==> config.mk <==
export PLATFORM = sky130hd
export DESIGN_NAME = ps2_host_tx_flat
export DESIGN_NICKNAME = d
export VERILOG_FILES = /design/src/rtl/ps2_pkg.sv /design/src/rtl/ps2_host_tx_if.sv /design/src/rtl/ps2_line_sync.sv /design/src/rtl/ps2_host_tx.sv /design/src/flat_wrapper.sv
export SDC_FILE = /design/constraint.sdc
export NUM_CORES = 1
export LEC_CHECK = 0
export ABC_AREA = 1
export BUFFER_PORTS_ARGS = -buffer_cell sky130_fd_sc_hd__buf_2
export CAP_MARGIN = 40
export CORE_MARGIN = 2
export CORE_UTILIZATION = 57
export DETAILED_ROUTE_END_ITERATION = 8
export GPL_ROUTABILITY_DRIVEN = 1
export PLACE_DENSITY = 0.78
export SYNTH_ARGS = -nofsm -noshare
export SYNTH_HDL_FRONTEND = slang
export SYNTH_SLANG_ARGS = --single-unit
==> constraint.sdc <==
create_clock -name clk -period 1.9 [get_ports clk]
set_clock_uncertainty 0.15 [all_clocks]
set_input_delay 0.095 -clock clk [delete_from_list [all_inputs] [get_ports clk]]
set_output_delay 0.095 -clock clk [all_outputs]
set_load 0.05 [all_outputs]
==> src/rtl/ps2_pkg.sv <==
// Shared PS/2 definitions: sequencer states, status codes, frame layout
// constants, keyboard command bytes and the parity helper.
package ps2_pkg;

    typedef enum logic [2:0] {
        IDLE      = 3'd0,
        INHIBIT   = 3'd1,
        RELEASE   = 3'd2,
        SHIFT     = 3'd3,
        WAIT_IDLE = 3'd4,
        DONE      = 3'd5,
        ERR       = 3'd6
    } tx_state_t;

    typedef enum logic [1:0] {
        ERR_OK      = 2'd0,
        ERR_NOACK   = 2'd1,
        ERR_TIMEOUT = 2'd2
    } tx_err_t;

    // Frame layout: start, 8 data bits LSB first, odd parity, stop, device ACK.
    localparam int DATA_BITS = 8;
    localparam int ACK_EDGE  = 11;

    // Keyboard command bytes.
    localparam logic [7:0] CMD_SET_LED = 8'hED;
    localparam logic [7:0] CMD_ENABLE  = 8'hF4;
    localparam logic [7:0] CMD_RESET   = 8'hFF;

    // Odd parity bit: makes the total count of ones over data + parity odd.
    function automatic logic odd_parity(input logic [7:0] d);
        return ~^d;
    endfunction

endpackage

==> src/rtl/ps2_host_tx_if.sv <==
// Command-side handshake between the game FSM and the PS/2 transmitter.
interface ps2_host_tx_if;

    logic [7:0] tx_data;
    logic       tx_valid;
    logic       tx_ready;
    logic       busy;
    logic       tx_done;
    logic [1:0] tx_err;

    modport master (
        output tx_data,
        output tx_valid,
        input  tx_ready,
        input  busy,
        input  tx_done,
        input  tx_err
    );

    modport slave (
        input  tx_data,
        input  tx_valid,
        output tx_ready,
        output busy,
        output tx_done,
        output tx_err
    );

endinterface

==> src/rtl/ps2_line_sync.sv <==
// PS/2 line conditioner: two-flop synchronizer, run-length deglitch filter
// and a one-cycle falling-edge pulse on the filtered level. The filtered
// level only moves after FILTER_LEN consecutive samples disagree with it,
// so a pin edge shows up on fall 2 + FILTER_LEN cycles later.
module ps2_line_sync #(
    parameter int FILTER_LEN = 4
) (
    input  logic clk,
    input  logic rst,
    input  logic pin,
    output logic level,
    output logic fall
);

    localparam int RUN_W = (FILTER_LEN > 1) ? $clog2(FILTER_LEN + 1) : 1;
    localparam logic [RUN_W-1:0] RUN_LAST = RUN_W'(FILTER_LEN - 1);

    logic             meta_r;
    logic             sync_r;
    logic             level_r;
    logic             fall_r;
    logic [RUN_W-1:0] run_r;

    // Bring the raw pin into the clock domain; idle bus level is high.
    always_ff @(posedge clk or negedge rst) begin
        if (!rst) begin
            meta_r <= 1'b1;
            sync_r <= 1'b1;
        end else begin
            meta_r <= pin;
            sync_r <= meta_r;
        end
    end

    // Accept a new level only after a full run of disagreeing samples.
    always_ff @(posedge clk or negedge rst) begin
        if (!rst) begin
            level_r <= 1'b1;
            fall_r  <= 1'b0;
            run_r   <= {RUN_W{1'b0}};
        end else if (sync_r == level_r) begin
            fall_r  <= 1'b0;
            run_r   <= {RUN_W{1'b0}};
        end else if (run_r == RUN_LAST) begin
            level_r <= sync_r;
            fall_r  <= ~sync_r;
            run_r   <= {RUN_W{1'b0}};
        end else begin
            fall_r  <= 1'b0;
            run_r   <= run_r + RUN_W'(1);
        end
    end

    assign level = level_r;
    assign fall  = fall_r;

endmodule

==> src/rtl/ps2_host_tx.sv <==
// Host-to-device PS/2 transmitter. Inhibits the bus, issues request-to-send,
// shifts a command byte out on device clock falls, checks the device ACK and
// reports a one-cycle status pulse. All pin enables are registered.
module ps2_host_tx
    import ps2_pkg::*;
#(
    parameter int INHIBIT_CYCLES = 10000,
    parameter int START_TIMEOUT  = 1500000,
    parameter int PACKET_TIMEOUT = 200000,
    parameter int FILTER_LEN     = 4
) (
    input  logic         clk,
    input  logic         rst,
    ps2_host_tx_if.slave tx,
    input  logic         ps2_clk_in,
    input  logic         ps2_data_in,
    output logic         ps2_clk_oe,
    output logic         ps2_data_oe
);

    localparam int MAX_ST  = (START_TIMEOUT > PACKET_TIMEOUT) ? START_TIMEOUT : PACKET_TIMEOUT;
    localparam int MAX_ALL = (MAX_ST > INHIBIT_CYCLES) ? MAX_ST : INHIBIT_CYCLES;
    localparam int CNT_W   = $clog2(MAX_ALL + 1);

    localparam logic [CNT_W-1:0] CNT_ZERO   = {CNT_W{1'b0}};
    localparam logic [CNT_W-1:0] CNT_MAX    = {CNT_W{1'b1}};
    localparam logic [CNT_W-1:0] INH_LAST   = CNT_W'(INHIBIT_CYCLES - 1);
    localparam logic [CNT_W-1:0] INH_START  = CNT_W'(INHIBIT_CYCLES - 2);
    localparam logic [CNT_W-1:0] START_LAST = CNT_W'(START_TIMEOUT - 1);
    localparam logic [CNT_W-1:0] PKT_LAST   = CNT_W'(PACKET_TIMEOUT - 1);
    localparam logic [3:0]       EDGE_DATA  = 4'(DATA_BITS);
    localparam logic [3:0]       EDGE_STOP  = 4'(DATA_BITS + 1);
    localparam logic [3:0]       EDGE_ACK   = 4'(ACK_EDGE - 1);

    tx_state_t        state_r;
    tx_err_t          err_r;
    logic [7:0]       data_r;
    logic             parity_r;
    logic [CNT_W-1:0] cnt_r;
    logic [CNT_W-1:0] pkt_r;
    logic [CNT_W-1:0] cnt_inc_s;
    logic [CNT_W-1:0] pkt_inc_s;
    logic [3:0]       edge_r;
    logic             tx_ready_r;
    logic             busy_r;
    logic             done_r;
    logic             clk_oe_r;
    logic             data_oe_r;
    logic             dmeta_r;
    logic             dsync_r;
    logic             clk_level_s;
    logic             clk_fall_s;

    // Deglitched device clock with falling-edge pulse.
    ps2_line_sync #(
        .FILTER_LEN (FILTER_LEN)
    ) u_clk_sync (
        .clk   (clk),
        .rst   (rst),
        .pin   (ps2_clk_in),
        .level (clk_level_s),
        .fall  (clk_fall_s)
    );

    // Two-flop synchronizer for the data pin; only the ACK and idle checks read it.
    always_ff @(posedge clk or negedge rst) begin
        if (!rst) begin
            dmeta_r <= 1'b1;
            dsync_r <= 1'b1;
        end else begin
            dmeta_r <= ps2_data_in;
            dsync_r <= dmeta_r;
        end
    end

    // Saturating next values for the phase timer and the packet timer.
    always_comb begin
        cnt_inc_s = cnt_r;
        pkt_inc_s = pkt_r;
        if (cnt_r != CNT_MAX) begin
            cnt_inc_s = cnt_r + CNT_W'(1);
        end else begin
            cnt_inc_s = cnt_r;
        end
        if (pkt_r != CNT_MAX) begin
            pkt_inc_s = pkt_r + CNT_W'(1);
        end else begin
            pkt_inc_s = pkt_r;
        end
    end

    // Transfer sequencer: request-to-send, bit shifting, ACK check and status.
    always_ff @(posedge clk or negedge rst) begin
        if (!rst) begin
            state_r    <= IDLE;
            err_r      <= ERR_OK;
            data_r     <= 8'h00;
            parity_r   <= 1'b0;
            cnt_r      <= CNT_ZERO;
            pkt_r      <= CNT_ZERO;
            edge_r     <= 4'd0;
            tx_ready_r <= 1'b1;
            busy_r     <= 1'b0;
            done_r     <= 1'b0;
            clk_oe_r   <= 1'b0;
            data_oe_r  <= 1'b0;
        end else begin
            case (state_r)
                IDLE: begin
                    done_r    <= 1'b0;
                    err_r     <= ERR_OK;
                    data_oe_r <= 1'b0;
                    if (tx.tx_valid) begin
                        data_r     <= tx.tx_data;
                        parity_r   <= odd_parity(tx.tx_data);
                        cnt_r      <= CNT_ZERO;
                        edge_r     <= 4'd0;
                        tx_ready_r <= 1'b0;
                        busy_r     <= 1'b1;
                        clk_oe_r   <= 1'b1;
                        state_r    <= INHIBIT;
                    end else begin
                        tx_ready_r <= 1'b1;
                        busy_r     <= 1'b0;
                        clk_oe_r   <= 1'b0;
                    end
                end
                INHIBIT: begin
                    // Clock held low throughout; data joins it on the last cycle as the start bit.
                    cnt_r <= cnt_inc_s;
                    if (cnt_r == INH_LAST) begin
                        clk_oe_r  <= 1'b0;
                        data_oe_r <= 1'b1;
                        cnt_r     <= CNT_ZERO;
                        state_r   <= RELEASE;
                    end else if (cnt_r == INH_START) begin
                        clk_oe_r  <= 1'b1;
                        data_oe_r <= 1'b1;
                    end else begin
                        clk_oe_r  <= 1'b1;
                        data_oe_r <= 1'b0;
                    end
                end
                RELEASE: begin
                    clk_oe_r <= 1'b0;
                    if (clk_fall_s) begin
                        edge_r    <= 4'd1;
                        pkt_r     <= CNT_ZERO;
                        data_oe_r <= ~data_r[0];
                        state_r   <= SHIFT;
                    end else if (cnt_r == START_LAST) begin
                        done_r    <= 1'b1;
                        err_r     <= ERR_TIMEOUT;
                        data_oe_r <= 1'b0;
                        state_r   <= ERR;
                    end else begin
                        cnt_r     <= cnt_inc_s;
                        data_oe_r <= 1'b1;
                    end
                end
                SHIFT: begin
                    // edge_r holds the number of falls seen so far.
                    pkt_r <= pkt_inc_s;
                    if (pkt_r == PKT_LAST) begin
                        done_r    <= 1'b1;
                        err_r     <= ERR_TIMEOUT;
                        data_oe_r <= 1'b0;
                        state_r   <= ERR;
                    end else if (clk_fall_s) begin
                        edge_r <= edge_r + 4'd1;
                        if (edge_r < EDGE_DATA) begin
                            data_oe_r <= ~data_r[edge_r[2:0]];
                        end else if (edge_r == EDGE_DATA) begin
                            data_oe_r <= ~parity_r;
                        end else if (edge_r == EDGE_STOP) begin
                            data_oe_r <= 1'b0;
                        end else if (edge_r == EDGE_ACK && !dsync_r) begin
                            data_oe_r <= 1'b0;
                            state_r   <= WAIT_IDLE;
                        end else begin
                            done_r    <= 1'b1;
                            err_r     <= ERR_NOACK;
                            data_oe_r <= 1'b0;
                            state_r   <= ERR;
                        end
                    end else begin
                        state_r <= SHIFT;
                    end
                end
                WAIT_IDLE: begin
                    // Device must release both lines before the packet timer runs out.
                    pkt_r     <= pkt_inc_s;
                    clk_oe_r  <= 1'b0;
                    data_oe_r <= 1'b0;
                    if (pkt_r == PKT_LAST) begin
                        done_r  <= 1'b1;
                        err_r   <= ERR_TIMEOUT;
                        state_r <= ERR;
                    end else if (clk_level_s && dsync_r) begin
                        done_r  <= 1'b1;
                        err_r   <= ERR_OK;
                        state_r <= DONE;
                    end else begin
                        state_r <= WAIT_IDLE;
                    end
                end
                DONE, ERR: begin
                    done_r     <= 1'b0;
                    err_r      <= ERR_OK;
                    tx_ready_r <= 1'b1;
                    busy_r     <= 1'b0;
                    clk_oe_r   <= 1'b0;
                    data_oe_r  <= 1'b0;
                    state_r    <= IDLE;
                end
                default: begin
                    done_r     <= 1'b0;
                    err_r      <= ERR_OK;
                    tx_ready_r <= 1'b1;
                    busy_r     <= 1'b0;
                    clk_oe_r   <= 1'b0;
                    data_oe_r  <= 1'b0;
                    state_r    <= IDLE;
                end
            endcase
        end
    end

    assign tx.tx_ready = tx_ready_r;
    assign tx.busy     = busy_r;
    assign tx.tx_done  = done_r;
    assign tx.tx_err   = err_r;
    assign ps2_clk_oe  = clk_oe_r;
    assign ps2_data_oe = data_oe_r;

endmodule

==> src/flat_wrapper.sv <==
// flat-port wrapper written by rule: the top's interface ports become plain ports
module ps2_host_tx_flat import ps2_pkg::*;
#(
    parameter int INHIBIT_CYCLES = 10000,
    parameter int START_TIMEOUT  = 1500000,
    parameter int PACKET_TIMEOUT = 200000,
    parameter int FILTER_LEN     = 4
)
  (clk, rst, ps2_clk_in, ps2_data_in, ps2_clk_oe, ps2_data_oe, tx_tx_data, tx_tx_valid, tx_tx_ready, tx_busy, tx_tx_done, tx_tx_err);
  ps2_host_tx_if tx_i ();
  input  logic clk;
  input  logic rst;
  input  logic ps2_clk_in;
  input  logic ps2_data_in;
  output logic ps2_clk_oe;
  output logic ps2_data_oe;
  input wire logic [$bits(tx_i.tx_data)-1:0] tx_tx_data;
  input wire logic [$bits(tx_i.tx_valid)-1:0] tx_tx_valid;
  output wire logic [$bits(tx_i.tx_ready)-1:0] tx_tx_ready;
  output wire logic [$bits(tx_i.busy)-1:0] tx_busy;
  output wire logic [$bits(tx_i.tx_done)-1:0] tx_tx_done;
  output wire logic [$bits(tx_i.tx_err)-1:0] tx_tx_err;
  assign tx_i.tx_data = tx_tx_data;
  assign tx_i.tx_valid = tx_tx_valid;
  assign tx_tx_ready = tx_i.tx_ready;
  assign tx_busy = tx_i.busy;
  assign tx_tx_done = tx_i.tx_done;
  assign tx_tx_err = tx_i.tx_err;
  ps2_host_tx #(.INHIBIT_CYCLES(INHIBIT_CYCLES), .START_TIMEOUT(START_TIMEOUT), .PACKET_TIMEOUT(PACKET_TIMEOUT), .FILTER_LEN(FILTER_LEN)) u_core (.clk(clk), .rst(rst), .tx(tx_i), .ps2_clk_in(ps2_clk_in), .ps2_data_in(ps2_data_in), .ps2_clk_oe(ps2_clk_oe), .ps2_data_oe(ps2_data_oe));
endmodule
==> impl_metrics.ini <==
[status]
status = completed

[die]
die_height_um = 97.4
rows = 34
dieArea_mm2 = 0.00949
core_area_mm2 = 0.00859
die_w_um = 97.4
ioPinCount = 20
initial_utilization = 0.579

[drt]
drc = 0
vias = 5358
via_per_inst = 5.76
first_pass_iters = 5
ant_nets = 0
drt_iter0_drc = 448
wl_per_cell_um = 15.7
drt_wl_total_mm = 14.6

[logic_synthesis]
synth_edf_count = 0
async_flop_share = 1.00
yosys_warnings = 0
synth_top_area_cell = dfrtp_1
syn-num-nets = 725
ys_seq_area_frac = 0.374
synth.area.top_cells = dfrtp_1, nand2_1, nor2_1
ys_ff_latch = 74
synth.top_cell.area_share = 0.342
yosysUniqueCellTypes = 45
syn_area_per_cell_um2 = 7.05
synth-main-ff-cell = dfrtp_1
synth_area_mm2 = 0.00497
synthCells = 705

[timing]
rsz0062_at_grt = yes
setup_ws_ns = 0.0277
report.final.slew_viol_count = 0
hold_viol = 0
fin_crit_sh = 0.985
worst_pin_slew_ns = 0.430
slew_headroom = 0.713
setup_viol = 0
max_freq_mhz = 534
period_minus_slack_ns = 1.87

[final_layout]
areaGrowthSynthToFinish_pct = 28.1
drive_gt1_frac = 0.257
layout_commonest_cell = nand2_1
num-nets-final = 837
antenna_cells = 0
fin_area_mm2 = 0.00637
layout_common_cells = nand2_1, buf_4, nor2_1
fin_util = 0.741

[setup_path]
crit_fanout = 3
r2r_end = u_core.pkt_r[16]$_DFFE_PN0P_
crit_arrival_ns = 1.99
critPathCaptureType = register
crit_required_ns = 2.01
reg2reg_depth = 9
r2r_setup_slack_ns = 0.03
crit_start = u_core.pkt_r[0]$_DFFE_PN0P_
critPathKind = register to register
r2r-start = u_core.pkt_r[0]$_DFFE_PN0P_
start_kind = register

[global_routing]
grt_max_degree = 56
grt_pass1_wl_mm = 23.1
globalRouteOverflowTotal = 0
grt_use_total = 0.297
grt_pass1_vias = 4904
grt_antenna_before_repair = 0

[power_and_ir_drop]
peakVddDrop_v = 0.000563
p_leak_nw = 3.03
power_density_mw_per_mm2 = 520

[placement]
gp_congestion = 0.950
dpl.hpwl_mm = 9.55
portBuffers = 19
place_area_mm2 = 0.00555
pre_cts_slack_ns = -0.0637

[clocking]
cts_tree = done
htree_levels = 3
cts.sinks = 74
clk_path_buf_depth = 2
clkSlewWorstSetupHoldPaths_ns = 0.09
cts_buffers = 9
clock_latency_ns = 0.35
cts_root_buffer = clkbuf_8

[min_path]
hold_path_class = primary input to async pin

[job]
maxCapViolations = 0
synthesized netlist by cell type, types with 2 or more instances:
master and count:
nand2_1 208, nor2_1 86, inv_1 73, dfrtp_1 68, nand3_1 64, o21ai_0 29, nand4_1 20, o21ai_1 20
nor3_1 19, a21oi_1 13, xor2_1 13, xnor2_1 11, buf_2 8, ha_1 7, dfstp_2 6, inv_2 5
mux2_2 5, nand3_2 5, o211ai_1 5, buf_6 4, nand2_4 4, nor2_2 4, nand2_2 2, nor2_4 2
nor3_2 2, o22ai_1 2, or2_2 2
metal layers:
| layer | wire length [um] | track usage | vias up |
|---|---|---|---|
| met1 | 6130 | 0.399 | 2529 |
| met3 | 966 | 0.0446 | 51 |
| li1 | - | - | 2524 |
| met4 | 457 | 0.0951 | 0 |
| met2 | 7020 | 0.497 | 254 |
| met5 | 0 | 0 | - |
power by group:
part           leakage, nW  switching [mW]  internal, mW  total [mW]
sequential           0.946          0.0257          1.62        1.64
clock                0.120           0.623         0.872        1.50
combinational         1.97          0.0932        0.0796       0.173
total                 3.03           0.742          2.57        3.31
logic make-up after synthesis:
kind of cell	synth area share
buf+inv	0.0788
mux	0.0113
compound gates	0.0944
simple gates	0.382
fa+ha+maj	0.0176
xor+xnor	0.0423
flops	0.374
layout make-up:
cell class                 instances  area (um^2)
inverter                          79          307
tap                              108          135
fill                             624         2230
clock buffer                       9          124
clock inverter                     7          116
timing repair buffer             111          868
sequential                        74         1870
multi-input combinational        542         2940
worst max path at each step:
| stage | end | cells after the start |
|---|---|---|
| 2_1_floorplan | u_core.cnt_r[15]$_DFFE_PN0P_ | 9 |
| 3_3_place_gp | u_core.pkt_r[3]$_DFFE_PN0P_ | 9 |
| 3_5_place_dp | u_core.pkt_r[3]$_DFFE_PN0P_ | 9 |
| 4_1_cts | u_core.tx.tx_err[1]$_DFFE_PN0P_ | 8 |
| 5_1_grt | u_core.state_r[0]$_DFFE_PN0P_ | 10 |
| 6_report | u_core.pkt_r[16]$_DFFE_PN0P_ | 9 |
sequential cells by signal, indices dropped and copies added, names as in the netlist, 2 cells and up:
| name | flops |
|---|---|
| u_core.cnt_r | 21 |
| u_core.data_r | 8 |
| u_core.edge_r | 4 |
| u_core.pkt_r | 21 |
| u_core.state_r | 3 |
| u_core.tx.tx_err | 2 |
| u_core.u_clk_sync.run_r | 3 |
through the flow:
| step | cells | total power, mW | TNS, ns | hold WS [ns] |
|---|---|---|---|---|
| 2_1_floorplan | 705 | 1.76 | 0 | -0.351 |
| 3_3_place_gp | 876 | 1.83 | -0.0448 | -0.149 |
| 3_5_place_dp | 876 | 1.83 | -0.506 | -0.147 |
| 4_1_cts | 906 | 3.33 | 0 | 0.00967 |
| 5_1_grt | 930 | 3.44 | -0.759 | 0.0312 |
| 6_report | 930 | 3.31 | 0 | 0.00988 |
repair_timing:
item,in CTS,in global routing
hold buffers,11,0
cloned,2,1
pin swaps,1,19
endpoints found under the hold margin,78,0
endpoints found under the setup margin,27,53
gates resized for setup,6,66
buffers inserted,1,23
critical path, cell delays in order (launching register included):
cell and delay, ns:
dfrtp_1 0.36, ha_2 0.20, nand3_2 0.11, nor2_2 0.14, buf_4 0.13, nand2_2 0.08
nor2_2 0.15, nand3b_1 0.15, xor2_1 0.16, o21ai_0 0.15
Note: power is estimated with default switching activity, not from simulation.
